## src/rtl/npu_pkg.sv

```systemverilog
// ---------------------------------------------------------------------------
// Package : npu_pkg
// Purpose : Shared NPU definitions: vector geometry, reduction type codes,
//           pad constants, fill-state encoding and the per-type identity
//           element used to pad short vectors.
// Ports   : none (package).
// Revision: 1.0 - initial release
// ---------------------------------------------------------------------------
`default_nettype none
`timescale 1ns/1ps

package npu_pkg;

  localparam int NPU_VEC_LANES = 16;
  localparam int NPU_ELEM_W    = 16;

  localparam logic [2:0] RED_SUM  = 3'd0;
  localparam logic [2:0] RED_MAX  = 3'd1;
  localparam logic [2:0] RED_MIN  = 3'd2;
  localparam logic [2:0] RED_MEAN = 3'd3;

  localparam logic [NPU_ELEM_W-1:0] PAD_ZERO = 16'h0000;
  localparam logic [NPU_ELEM_W-1:0] PAD_MIN  = 16'hFFFF;

  typedef enum logic [0:0] {
    FILL_IDLE   = 1'b0,
    FILL_ACTIVE = 1'b1
  } fill_state_t;

  // Identity element of a reduction: padding with it leaves the result of
  // the reduction unchanged. Unknown codes fall back to zero.
  function automatic logic [NPU_ELEM_W-1:0] red_identity(input logic [2:0] red_type);
    logic [NPU_ELEM_W-1:0] id;
    case (red_type)
      RED_MIN:                    id = PAD_MIN;
      RED_SUM, RED_MAX, RED_MEAN: id = PAD_ZERO;
      default:                    id = PAD_ZERO;
    endcase
    return id;
  endfunction

endpackage

`default_nettype wire

```

## src/rtl/packer_slot.sv

```systemverilog
// ---------------------------------------------------------------------------
// Module  : packer_slot
// Purpose : One 16-lane vector slot. Writes one beat of IN_LANES elements at
//           the beat index, latches the type tag on the first beat, and on
//           the closing beat records the real-lane count and overwrites every
//           lane beyond it with the pad value.
// Macro   : NPU_PACKER_IDENTITY_PAD_EN - pad with the type's identity element
//           (otherwise pad with zero).
// Ports   : clk, rst_n (async, active-low)
//           i_wr     beat write enable for this slot
//           i_first  beat is the first of its vector (latch type)
//           i_close  beat completes the vector (set count, pad tail)
//           i_bc     beat index within the vector
//           i_data   beat payload, lane k at [16k+15:16k]
//           i_type   reduction type of the incoming vector
//           o_data / o_count / o_type  stored vector contents
// Revision: 1.0 - initial release
// ---------------------------------------------------------------------------
`default_nettype none
`timescale 1ns/1ps

module packer_slot
  import npu_pkg::*;
#(
  parameter int IN_LANES = 4,
  parameter int BC_W     = 2
) (
  input  logic                              clk,
  input  logic                              rst_n,
  input  logic                              i_wr,
  input  logic                              i_first,
  input  logic                              i_close,
  input  logic [BC_W-1:0]                   i_bc,
  input  logic [IN_LANES*NPU_ELEM_W-1:0]    i_data,
  input  logic [2:0]                        i_type,
  output logic [NPU_VEC_LANES*NPU_ELEM_W-1:0] o_data,
  output logic [4:0]                        o_count,
  output logic [2:0]                        o_type
);

  logic [2:0]            r_type;
  logic [4:0]            r_count;
  logic [4:0]            w_count;
  logic [NPU_ELEM_W-1:0] w_pad;

  assign w_count = 5'((int'(i_bc) + 1) * IN_LANES);

`ifdef NPU_PACKER_IDENTITY_PAD_EN
  // A single-beat vector closes on its first beat, before r_type is loaded.
  logic [2:0] w_type_eff;
  assign w_type_eff = i_first ? i_type : r_type;
  assign w_pad      = red_identity(w_type_eff);
`else
  assign w_pad      = PAD_ZERO;
`endif

  always_ff @(posedge clk or negedge rst_n) begin
    if (!rst_n) begin
      r_type  <= 3'd0;
      r_count <= 5'd0;
    end else if (i_wr) begin
      if (i_first) r_type  <= i_type;
      if (i_close) r_count <= w_count;
    end
  end

  assign o_type  = r_type;
  assign o_count = r_count;

  for (genvar i = 0; i < NPU_VEC_LANES; i++) begin : g_lane
    localparam int              LB   = i / IN_LANES;
    localparam int              LK   = i % IN_LANES;
    localparam logic [BC_W-1:0] C_LB = BC_W'(LB);

    logic [NPU_ELEM_W-1:0] r_lane;

    if (LB == 0) begin : g_head
      // Lanes of the first beat are always written; never padded.
      always_ff @(posedge clk or negedge rst_n) begin
        if (!rst_n)                     r_lane <= '0;
        else if (i_wr && i_bc == C_LB)  r_lane <= i_data[LK*NPU_ELEM_W +: NPU_ELEM_W];
      end
    end else begin : g_tail
      // Lanes of beats not yet reached when the vector closes get the pad.
      always_ff @(posedge clk or negedge rst_n) begin
        if (!rst_n) begin
          r_lane <= '0;
        end else if (i_wr) begin
          if (i_bc == C_LB)                r_lane <= i_data[LK*NPU_ELEM_W +: NPU_ELEM_W];
          else if (i_close && i_bc < C_LB) r_lane <= w_pad;
        end
      end
    end

    assign o_data[i*NPU_ELEM_W +: NPU_ELEM_W] = r_lane;
  end

endmodule

`default_nettype wire

```

## src/rtl/reduction_lane_packer.sv

```systemverilog
// ---------------------------------------------------------------------------
// Module  : reduction_lane_packer
// Purpose : Assembles a narrow stream of IN_LANES 16-bit elements per beat
//           into 16-lane vectors tagged with reduction type and real-lane
//           count. Two slots let one vector fill while the other drains.
// Macro   : NPU_PACKER_IDENTITY_PAD_EN - pad short vectors with the identity
//           element of their reduction type (otherwise zero).
// Ports   : clk, rst_n (async, active-low)
//           in_data/in_valid/in_ready/in_last/in_type  element beat input
//           vec_data/vec_valid/vec_ready/vec_count/vec_type  vector output
// Revision: 1.0 - initial release
// ---------------------------------------------------------------------------
`default_nettype none
`timescale 1ns/1ps

module reduction_lane_packer
  import npu_pkg::*;
#(
  parameter int IN_LANES = 4
) (
  input  logic                                 clk,
  input  logic                                 rst_n,
  input  logic [IN_LANES*NPU_ELEM_W-1:0]       in_data,
  input  logic                                 in_valid,
  output logic                                 in_ready,
  input  logic                                 in_last,
  input  logic [2:0]                           in_type,
  output logic [NPU_VEC_LANES*NPU_ELEM_W-1:0]  vec_data,
  output logic                                 vec_valid,
  input  logic                                 vec_ready,
  output logic [4:0]                           vec_count,
  output logic [2:0]                           vec_type
);

  localparam int              BEATS     = NPU_VEC_LANES / IN_LANES;
  localparam int              BC_W      = (BEATS > 1) ? $clog2(BEATS) : 1;
  localparam logic [BC_W-1:0] C_LAST_BC = BC_W'(BEATS - 1);

  fill_state_t     r_state, w_state_nxt;
  logic [BC_W-1:0] r_bc, w_bc_nxt;
  logic            r_wp, r_rp;
  logic [1:0]      r_occ;

  logic w_accept, w_complete, w_drain, w_first;

  // Ready depends only on registered occupancy: no bypass from vec_ready.
  assign in_ready   = (r_occ != 2'd2);
  assign vec_valid  = (r_occ != 2'd0);
  assign w_accept   = in_valid && in_ready;
  assign w_first    = (r_state == FILL_IDLE);
  assign w_complete = w_accept && (in_last || r_bc == C_LAST_BC);
  assign w_drain    = vec_valid && vec_ready;

  always_ff @(posedge clk or negedge rst_n) begin
    if (!rst_n) begin
      r_state <= FILL_IDLE;
      r_bc    <= '0;
    end else begin
      r_state <= w_state_nxt;
      r_bc    <= w_bc_nxt;
    end
  end

  always_comb begin
    w_state_nxt = r_state;
    w_bc_nxt    = r_bc;
    if (w_accept) begin
      if (w_complete) begin
        w_state_nxt = FILL_IDLE;
        w_bc_nxt    = '0;
      end else begin
        w_state_nxt = FILL_ACTIVE;
        w_bc_nxt    = r_bc + BC_W'(1);
      end
    end
  end

  always_ff @(posedge clk or negedge rst_n) begin
    if (!rst_n) begin
      r_wp  <= 1'b0;
      r_rp  <= 1'b0;
      r_occ <= 2'd0;
    end else begin
      if (w_complete) r_wp <= ~r_wp;
      if (w_drain)    r_rp <= ~r_rp;
      case ({w_complete, w_drain})
        2'b10:   r_occ <= r_occ + 2'd1;
        2'b01:   r_occ <= r_occ - 2'd1;
        default: r_occ <= r_occ;
      endcase
    end
  end

  logic [NPU_VEC_LANES*NPU_ELEM_W-1:0] w_slot_data  [2];
  logic [4:0]                          w_slot_count [2];
  logic [2:0]                          w_slot_type  [2];

  for (genvar s = 0; s < 2; s++) begin : g_slot
    packer_slot #(
      .IN_LANES (IN_LANES),
      .BC_W     (BC_W)
    ) u_slot (
      .clk     (clk),
      .rst_n   (rst_n),
      .i_wr    (w_accept && (r_wp == 1'(s))),
      .i_first (w_first),
      .i_close (w_complete),
      .i_bc    (r_bc),
      .i_data  (in_data),
      .i_type  (in_type),
      .o_data  (w_slot_data[s]),
      .o_count (w_slot_count[s]),
      .o_type  (w_slot_type[s])
    );
  end

  assign vec_data  = r_rp ? w_slot_data[1]  : w_slot_data[0];
  assign vec_count = r_rp ? w_slot_count[1] : w_slot_count[0];
  assign vec_type  = r_rp ? w_slot_type[1]  : w_slot_type[0];

endmodule

`default_nettype wire
```

## config.mk

```make
export PLATFORM = sky130hd
export DESIGN_NAME = reduction_lane_packer
export DESIGN_NICKNAME = d
export VERILOG_FILES = /design/src/rtl/npu_pkg.sv /design/src/rtl/packer_slot.sv /design/src/rtl/reduction_lane_packer.sv
export SDC_FILE = /design/constraint.sdc
export NUM_CORES = 1
export LEC_CHECK = 0
export ABC_AREA = 1
export CORE_MARGIN = 4
export CORE_UTILIZATION = 40
export DETAILED_ROUTE_END_ITERATION = 6
export SLEW_MARGIN = 20
export SYNTH_ARGS = -nofsm -noshare
export SYNTH_HDL_FRONTEND = slang
export SYNTH_SLANG_ARGS = --single-unit
export TNS_END_PERCENT = 30
```

## constraint.sdc

```tcl
create_clock -name clk -period 2.5 [get_ports clk]
set_clock_uncertainty 0.05 [all_clocks]
set_input_delay 0.5 -clock clk [delete_from_list [all_inputs] [get_ports clk]]
set_output_delay 0.5 -clock clk [all_outputs]
set_load 0.02 [all_outputs]
```

; ---- Yosys cells after proc, flatten, opt, wreduce, memory -nomap -nowiden
; Cells that the tools add are included.
[op_classes]
addsub = 4
n_mux = 21
n_eq_ne = 6
magnitude_cmp = 3
bitwise_logic = 3
n_reduce_logical = 27
[ops]
columns = cell, n
row1 = 2-to-1 mux 256 bit, 1
row2 = 2-to-1 mux 16 bit, 15
row3 = AND reduction 2 bit, 10
row4 = logical AND 1 bit, 10
row5 = nonzero test 2 bit, 5
row6 = "== test 2 bit, second input constant", 3
row7 = 2-to-1 mux 5 bit, 1
row8 = "adder 2 x 1 -> 2 bit, second input constant", 2
row9 = "== test 2 x 1 -> 1 bit, second input constant", 2
row10 = "< comparator 2 bit, second input constant", 2
row11 = case mux 2 bit (2 select lines), 1
row12 = "adder 2 x 1 -> 3 bit, second input constant", 1
row13 = 2-to-1 mux 3 bit, 1
row14 = inverter 1 bit, 3
row15 = zero test 2 bit, 1
row16 = "< comparator 2 x 1 -> 1 bit, second input constant", 1
row17 = 2-to-1 mux 2 bit, 1
row18 = "inequality test 2 bit, second input constant", 1
row19 = "subtractor 2 x 1 -> 2 bit, second input constant", 1
row20 = logical OR 1 bit, 1
row21 = 2-to-1 mux 1 bit, 1
[word_totals]
in_bits = 72
register_bits = 531

; ---- Longest topological paths before layout
; Gate-level depths: netlist of run 1.
[logic_depth]
word_depth = 6
depth_mapped = 10

; ---- Modules after synthesis
; A second synthesis of run 1 with hierarchy kept.
[hier_totals]
cells_unflattened = 3342
area_unflattened_um2 = 25346.8
[modules_own_cells]
columns = module, area_each_um2, n_inst, cells_each
row1 = packer_slot, 10764.1, 2, 1220
row2 = reduction_lane_packer, 3818.7, 1, 902

; ---- Worst setup path before layout of run 1
; No wires, ideal clock.
[synth_timing]
path_kind = register to output
startpoint = register r_rp
endpoint = output port vec_data[253]
path_buffers = 2
slack_ns = 0.615
t_arrival_ns = 1.335
path_stages_with_launch = 6
path_cell_list = dfrtp_1 inv_2 clkbuf_1 clkbuf_1 nand2_1 o21ai_0
[synth_via]
elab_chain_cells = 1
[synth_rtl]
columns = item, line_no
row1 = "start, declared", reduction_lane_packer.sv:41  ; logic r_wp, r_rp;
row2 = "start signal, assigned", reduction_lane_packer.sv:85  ; if (w_drain) r_rp <= ~r_rp;
row3 = 2-to-1 mux 256 bit, reduction_lane_packer.sv:117  ; assign vec_data = r_rp ? w_slot_data[1] : w_slot_data[0];
row4 = "end, declared", reduction_lane_packer.sv:28  ; output logic [NPU_VEC_LANES*NPU_ELEM_W-1:0] vec_data,
; No other way between the ends.

; ---- Worst setup path after layout of run 1
[layout_timing]
startpoint = register r_rp
endpoint = output port vec_data[191]
; The elaborated chain is that of the path after synthesis.

==> flow_summary.json, run 1 <==
{
  "outcome": "finished with violations",
  "violations": "setup timing",
  "initial_core_util_pct": 40.3,
  "post-place-cells": 4190,
  "pre_cts_slack_ns": 0.0673,
  "power-per-cell-area_nw_per_um2": 1440,
  "path_max_fanout": 8,
  "power_leakage_uw": 0.0177,
  "grt_max_degree": 83,
  "h-tree-depth": 2,
  "ys_seq_area_share_pct": 54.7,
  "clockBufferDepth": 3,
  "io_pins": 338,
  "overflow": 0,
  "yosysUniqueCellTypes": 21,
  "place_congestion": 0.822,
  "met3_usage_pct": 5.95,
  "drtAntennaViolNets": 0,
  "cts.clk_slew.worst_paths_ns": 0.06,
  "p_seq_share_pct": 30.8,
  "num_rows": 90,
  "antenna_found_initial": 3,
  "grt_use_met1_pct": 34.8,
  "seq_area_um2": 13300,
  "crit_slowest_cell": "dfrtp_4",
  "grt.busiest_layer": "met2",
  "detail_route.wl_per_cell_um": 20.0,
  "min_period_ns": 2.61,
  "grt_pass1_wl_um": 130000,
  "crit_type": "flop to output port",
  "diodes": 0,
  "hp-class": "input port to asynchronous set/reset pin",
  "tightestPinTransition_ns": 0.598,
  "use_met2_pct": 42.5,
  "crit_path_frequent_cell": "buf_12",
  "multi_input_area_um2": 9690,
  "fmax_ghz": 0.384,
  "core_um2": 60200,
  "cp.arrival_ns": 2.06,
  "clk_latency_ns": 0.61,
  "setup_ws_ns": -0.105,
  "drive_gt1_share_pct": 17.5,
  "relSlewSlack_pct": 60.1,
  "hold_viol_final": 0,
  "syn_to_final_growth_pct": 31.6,
  "first_global_vias": 21800,
  "synthesis.area_um2": 24300,
  "die_w_um": 254,
  "peakVddDrop_mv": 0.620,
  "drt_iter0_drc": 1786,
  "critPathRequiredTime_ns": 1.95,
  "chipHeight_um": 254,
  "p_int_uw": 26300,
  "cts_num_sinks": 531,
  "worst-path-buf-inv": 5,
  "dp.final_hpwl_um": 54200,
  "io_buffer_count": 335,
  "slowest_delay_ns": 0.55,
  "end_kind": "output port",
  "dr.pass1.iters": 5,
  "cpLargestDelayFamily": "buffers and inverters",
  "nFillCells": 5656,
  "viasPerCell": 5.15,
  "wl_um": 87300,
  "min_period_over_period_pct": 104,
  "cts-root-buf": "clkbuf_16",
  "num_vias": 22400,
  "rsz0062_at_grt": "yes",
  "die_area_um2": 64800,
  "avgSynthCellArea_um2": 7.58,
  "cp-start-kind": "flop",
  "cts_buffers": 58,
  "cap_viol_max_count": 0,
  "gr-usage-all-layers_pct": 26.2,
  "finalNonFillerCells": 4354,
  "hold_slack_ns": 0.383,
  "cts_tree": "done",
  "power.switching_uw": 19900,
  "drc": 0,
  "ys_ff_latch": 531,
  "ys_warn_count": 0,
  "p_comb_share_pct": 50.6,
  "crit_chain": "inv_12 > buf_12 > buf_12 > buf_16 > nand2_1 > nand2_2 > buf_12",
  "netlist_instances": 3207,
  "clkPwrFrac_pct": 18.6,
  "fin_util_pct": 53.1,
  "slew_viol_final": 0,
  "switching_share_pct": 43.1,
  "setup_viol": 116,
  "final_nets": 3602
}
flip-flops by register name, summed over array words and instances, names as in the netlist:
signal                       flops
r_wp                             1
r_bc                             2
r_state                          1
g_slot.u_slot.o_count            6
r_occ                            2
g_slot.u_slot.o_type             6
g_slot.u_slot.g_lane.r_lane    512
r_rp                             1
power groups by stage:
stage | Clock (µW) | Sequential (µW) | Combinational, µW
finish | 8590 | 14200 | 23400
global route | 9120 | 14600 | 25300
CTS | 8750 | 14100 | 21600
detailed placement | 0 | 14200 | 21000
global placement | 0 | 14100 | 20800
floorplan | 0 | 13700 | 11700
worst paths after layout:
| check | cells past startpoint | end | startpoint | slack, ns |
|---|---|---|---|---|
| hold reg to reg | 2 | g_slot[1].u_slot.g_lane[8].r_lane[0]$_DFFE_PN0P_ | g_slot[1].u_slot.g_lane[8].r_lane[0]$_DFFE_PN0P_ | 0.42 |
| max in group asynchronous | 3 | g_slot[0].u_slot.g_lane[13].r_lane[5]$_DFFE_PN0P_ | rst_n | 1.16 |
| hold / removal | 2 | g_slot[1].u_slot.g_lane[3].r_lane[1]$_DFFE_PN0P_ | rst_n | 0.38 |
| setup reg to reg | 9 | g_slot[1].u_slot.g_lane[4].r_lane[14]$_DFFE_PN0P_ | r_bc[0]$_DFFE_PN0N_ | 0.35 |
| min in group clk | 2 | g_slot[1].u_slot.g_lane[8].r_lane[0]$_DFFE_PN0P_ | g_slot[1].u_slot.g_lane[8].r_lane[0]$_DFFE_PN0P_ | 0.42 |
| setup / recovery | 7 | vec_data[191] | r_rp$_DFFE_PN0P_ | -0.11 |
final cells by class:
cell class | instances | share of cell area [%]
clock inverters | 22 | 0.740
repair buffers | 468 | 16.2
flip-flops and latches | 531 | 41.6
multi-input cells | 2223 | 30.3
inverters | 243 | 2.89
well taps | 782 | 3.06
clock buffers | 85 | 5.23
stage by stage:
stage	setup TNS (ns)	power [µW]	cell area [µm²]
global placement	0	34800	28900
floorplan	0	25400	24300
CTS	-26.59	44500	31200
detailed placement	0	35300	28900
finish	-4.85	46200	32000
global route	-17.25	49000	32000
Yosys cell counts, drive strengths merged:
cell	number	area share [%]
nand2	1774	27
conb	1	0.015
clkinv	1	0.015
xnor2	1	0.036
nand3	3	0.12
inv	242	3.7
nor2	2	0.16
o22ai	35	0.90
dfrtp	531	55
ha	5	0.26
xor2	2	0.072
nand4	129	3.3
o21ai	269	5.5
clkbuf	131	2.0
a21oi	1	0.021
buf	80	1.6
per-layer routing:
| metal | share of wire (%) | vias up |
|---|---|---|
| met5 | 0.015 | - |
| met4 | 3.9 | 2 |
| met3 | 7.6 | 171 |
| met2 | 47 | 833 |
| met1 | 41 | 10900 |
| li1 | - | 10600 |
layout by cell type (no fill, tap or decap), drive strengths merged:
cell / synthesis / routed
inv: 242 / 244
dfrtp: 531 / 531
xnor2: 1 / 1
nand2: 1774 / 1774
o21ai: 269 / 269
buf: 80 / 337
nand3: 3 / 3
dlygate4sd2: 0 / 1
nor2: 2 / 2
clkinvlp: 0 / 3
xor2: 2 / 2
clkdlybuf4s50: 0 / 72
bufinv: 0 / 4
ha: 5 / 5
a21oi: 1 / 1
nand4: 129 / 129
dlygate4sd3: 0 / 1
o22ai: 35 / 35
conb: 1 / 2
clkdlybuf4s15: 0 / 11
clkinv: 1 / 14
clkbuf: 131 / 131
cell families after synthesis:
logic type | count (synthesis) | synth area share [%]
fa+ha+maj | 5 | 0.257
xor+xnor | 3 | 0.108
flops | 531 | 54.7
compound gates | 305 | 6.46
buf+inv | 454 | 7.41
other cells | 1 | 0.0154
simple gates | 1908 | 31.1
repair_timing:
| item | CTS | global route |
|---|---|---|
| hold buffers | 1 | 0 |
| pin swaps | 1 | 25 |
| cloned | 12 | 11 |
| gates resized for setup | 644 | 546 |
| endpoints found under the setup margin | 246 | 256 |
| setup buffers | 12 | 21 |
| hold endpoints to repair | 30 | 0 |
No activity file was read; power rests on OpenSTA's default activity.
==> run 2, diff against run 1 <==
CAP_MARGIN = 5   (was not set)
PLACE_DENSITY = 0.73   (was not set)
==> flow_summary.json, run 2 (synthesis results as in run 1) <==
{
  "io_buffer_count": 335,
  "largest_register_ffs": 512,
  "initial_core_util_pct": 40.3,
  "power.switching_uw": 20000,
  "grt_pass1_wl_um": 128000,
  "die_area_um2": 64800,
  "drc": 0,
  "h-tree-depth": 2,
  "peakVddDrop_mv": 0.908,
  "chipHeight_um": 254,
  "switching_share_pct": 42.1,
  "cts_buffers": 57,
  "power-per-cell-area_nw_per_um2": 1450,
  "final_cell_mix": "nand2_1, dfrtp_1, inv_1, o21ai_1, nand4_1",
  "drtAntennaViolNets": 0,
  "cts-root-buf": "clkbuf_16",
  "antenna_found_initial": 0,
  "io_pins": 338,
  "cp-start-kind": "flop",
  "min_period_over_period_pct": 106,
  "clk_latency_ns": 0.60,
  "p_comb_share_pct": 50.3,
  "place_congestion": 0.853,
  "p_seq_share_pct": 30.3,
  "cts_tree": "done",
  "crit_type": "flop to output port",
  "grt_max_degree": 118,
  "crit_slowest_cell": "dfrtp_4",
  "violations": "setup timing",
  "outcome": "finished with violations",
  "gr-usage-all-layers_pct": 25.5,
  "p_int_uw": 27400,
  "path_max_fanout": 9,
  "relSlewSlack_pct": 56.7,
  "overflow": 0,
  "r2r_slack_ns": 0.33,
  "syn_to_final_growth_pct": 34.7,
  "drive_gt1_share_pct": 16.4,
  "num_vias": 22700,
  "fin_util_pct": 54.3,
  "drt_iter0_drc": 2028,
  "largest-register": "g_slot.u_slot.g_lane.r_lane",
  "first_global_vias": 21400,
  "wl_um": 87400,
  "hold_viol_final": 0,
  "reg2reg_to": "g_slot[1].u_slot.g_lane[7].r_lane[4]$_DFFE_PN0P_",
  "final_common_cell": "nand2_1",
  "power_leakage_uw": 0.0184,
  "dp.final_hpwl_um": 53800,
  "dr.pass1.iters": 5,
  "fmax_ghz": 0.378,
  "cts_num_sinks": 531,
  "min_period_ns": 2.65,
  "cts.clk_slew.worst_paths_ns": 0.06,
  "clockBufferDepth": 3,
  "end_kind": "output port",
  "reg2reg_depth": 10,
  "crit_path_frequent_cell": "nand2_1",
  "setup_viol": 203,
  "rsz0062_at_grt": "yes",
  "die_w_um": 254,
  "num_rows": 90,
  "finalPower_uw": 47400,
  "pre_cts_slack_ns": 0.116,
  "hp-class": "input port to asynchronous set/reset pin",
  "setup_ws_ns": -0.149,
  "slew_viol_final": 0,
  "clkPwrFrac_pct": 19.5,
  "tightestPinTransition_ns": 0.649,
  "crit_chain": "inv_12 > buf_16 > buf_4 > buf_8 > nand2_1 > nand2_1 > buf_2",
  "viasPerCell": 5.21,
  "slowest_delay_ns": 0.56,
  "critPathRequiredTime_ns": 1.95,
  "worstReg2RegStart": "r_bc[0]$_DFFE_PN0N_",
  "core_um2": 60200,
  "final_nets": 3613,
  "detail_route.wl_per_cell_um": 20.0,
  "cp.arrival_ns": 2.10,
  "cap_viol_max_count": 0
}
-- run 2: final cells by class --
type	count	area [µm²]
multi-input cells	2223	9710
clock buffers	81	1650
flip-flops and latches	531	13300
diodes	1	2.50
clock inverters	19	390
repair buffers	480	5790
well taps	782	978
inverters	243	925
fillers	5439	27500
-- run 2: per-stage QoR --
step                instances  TNS, ns  hold slack (ns)  cell area [µm²]
global placement         4201        0            0.403            29200
floorplan                3208        0            0.154            24300
CTS                      4316   -70.10            0.356            31700
finish                   4360   -13.48            0.356            32700
detailed placement       4201        0            0.407            29200
global route             4359   -28.90            0.372            32700
-- run 2: what timing repair did --
item,in CTS,in global routing
resized for setup,410,606
setup buffers,9,20
setup endpoints to repair,262,261
hold endpoints to repair,34,0
hold buffers,1,0
pin swaps,0,25
gates cloned,5,23
-- run 2: power groups by stage --
stage	Sequential [µW]	Clock, µW	Combinational, µW
final	14300	9230	23800
after global routing	14700	9740	25700
after CTS	14200	9390	21800
after detailed placement	14300	0	21200
after global placement	14200	0	21000
after floorplan	13700	0	11700
-- run 2: worst max-delay path by stage --
| stage | start | to | slack, ns | cells past startpoint |
|---|---|---|---|---|
| floorplan | r_rp$_DFFE_PN0P_ | vec_data[253] | 0.62 | 5 |
| global placement | r_rp$_DFFE_PN0P_ | vec_data[135] | 0.11 | 6 |
| detailed placement | r_rp$_DFFE_PN0P_ | vec_data[7] | 0.12 | 6 |
| CTS | r_rp$_DFFE_PN0P_ | vec_data[221] | -0.51 | 4 |
| global route | r_rp$_DFFE_PN0P_ | vec_data[224] | -0.21 | 7 |
| finish | r_rp$_DFFE_PN0P_ | vec_data[190] | -0.15 | 7 |
-- run 2: critical path: cells and delay by family (launching register included) --
family,cells,cell delay (ns)
AND/OR/NAND/NOR,2,0.16
buffers and inverters,5,0.76
flip-flops,1,0.56
-- run 2: layer usage --
layer / global-route usage, % / up-vias / wire (µm)
met5: 0 / - / 0
met4: 9.25 / 0 / 3330
met3: 4.54 / 161 / 7660
met2: 41.6 / 1051 / 41400
met1: 34.5 / 10900 / 35000
li1: - / 10600 / -
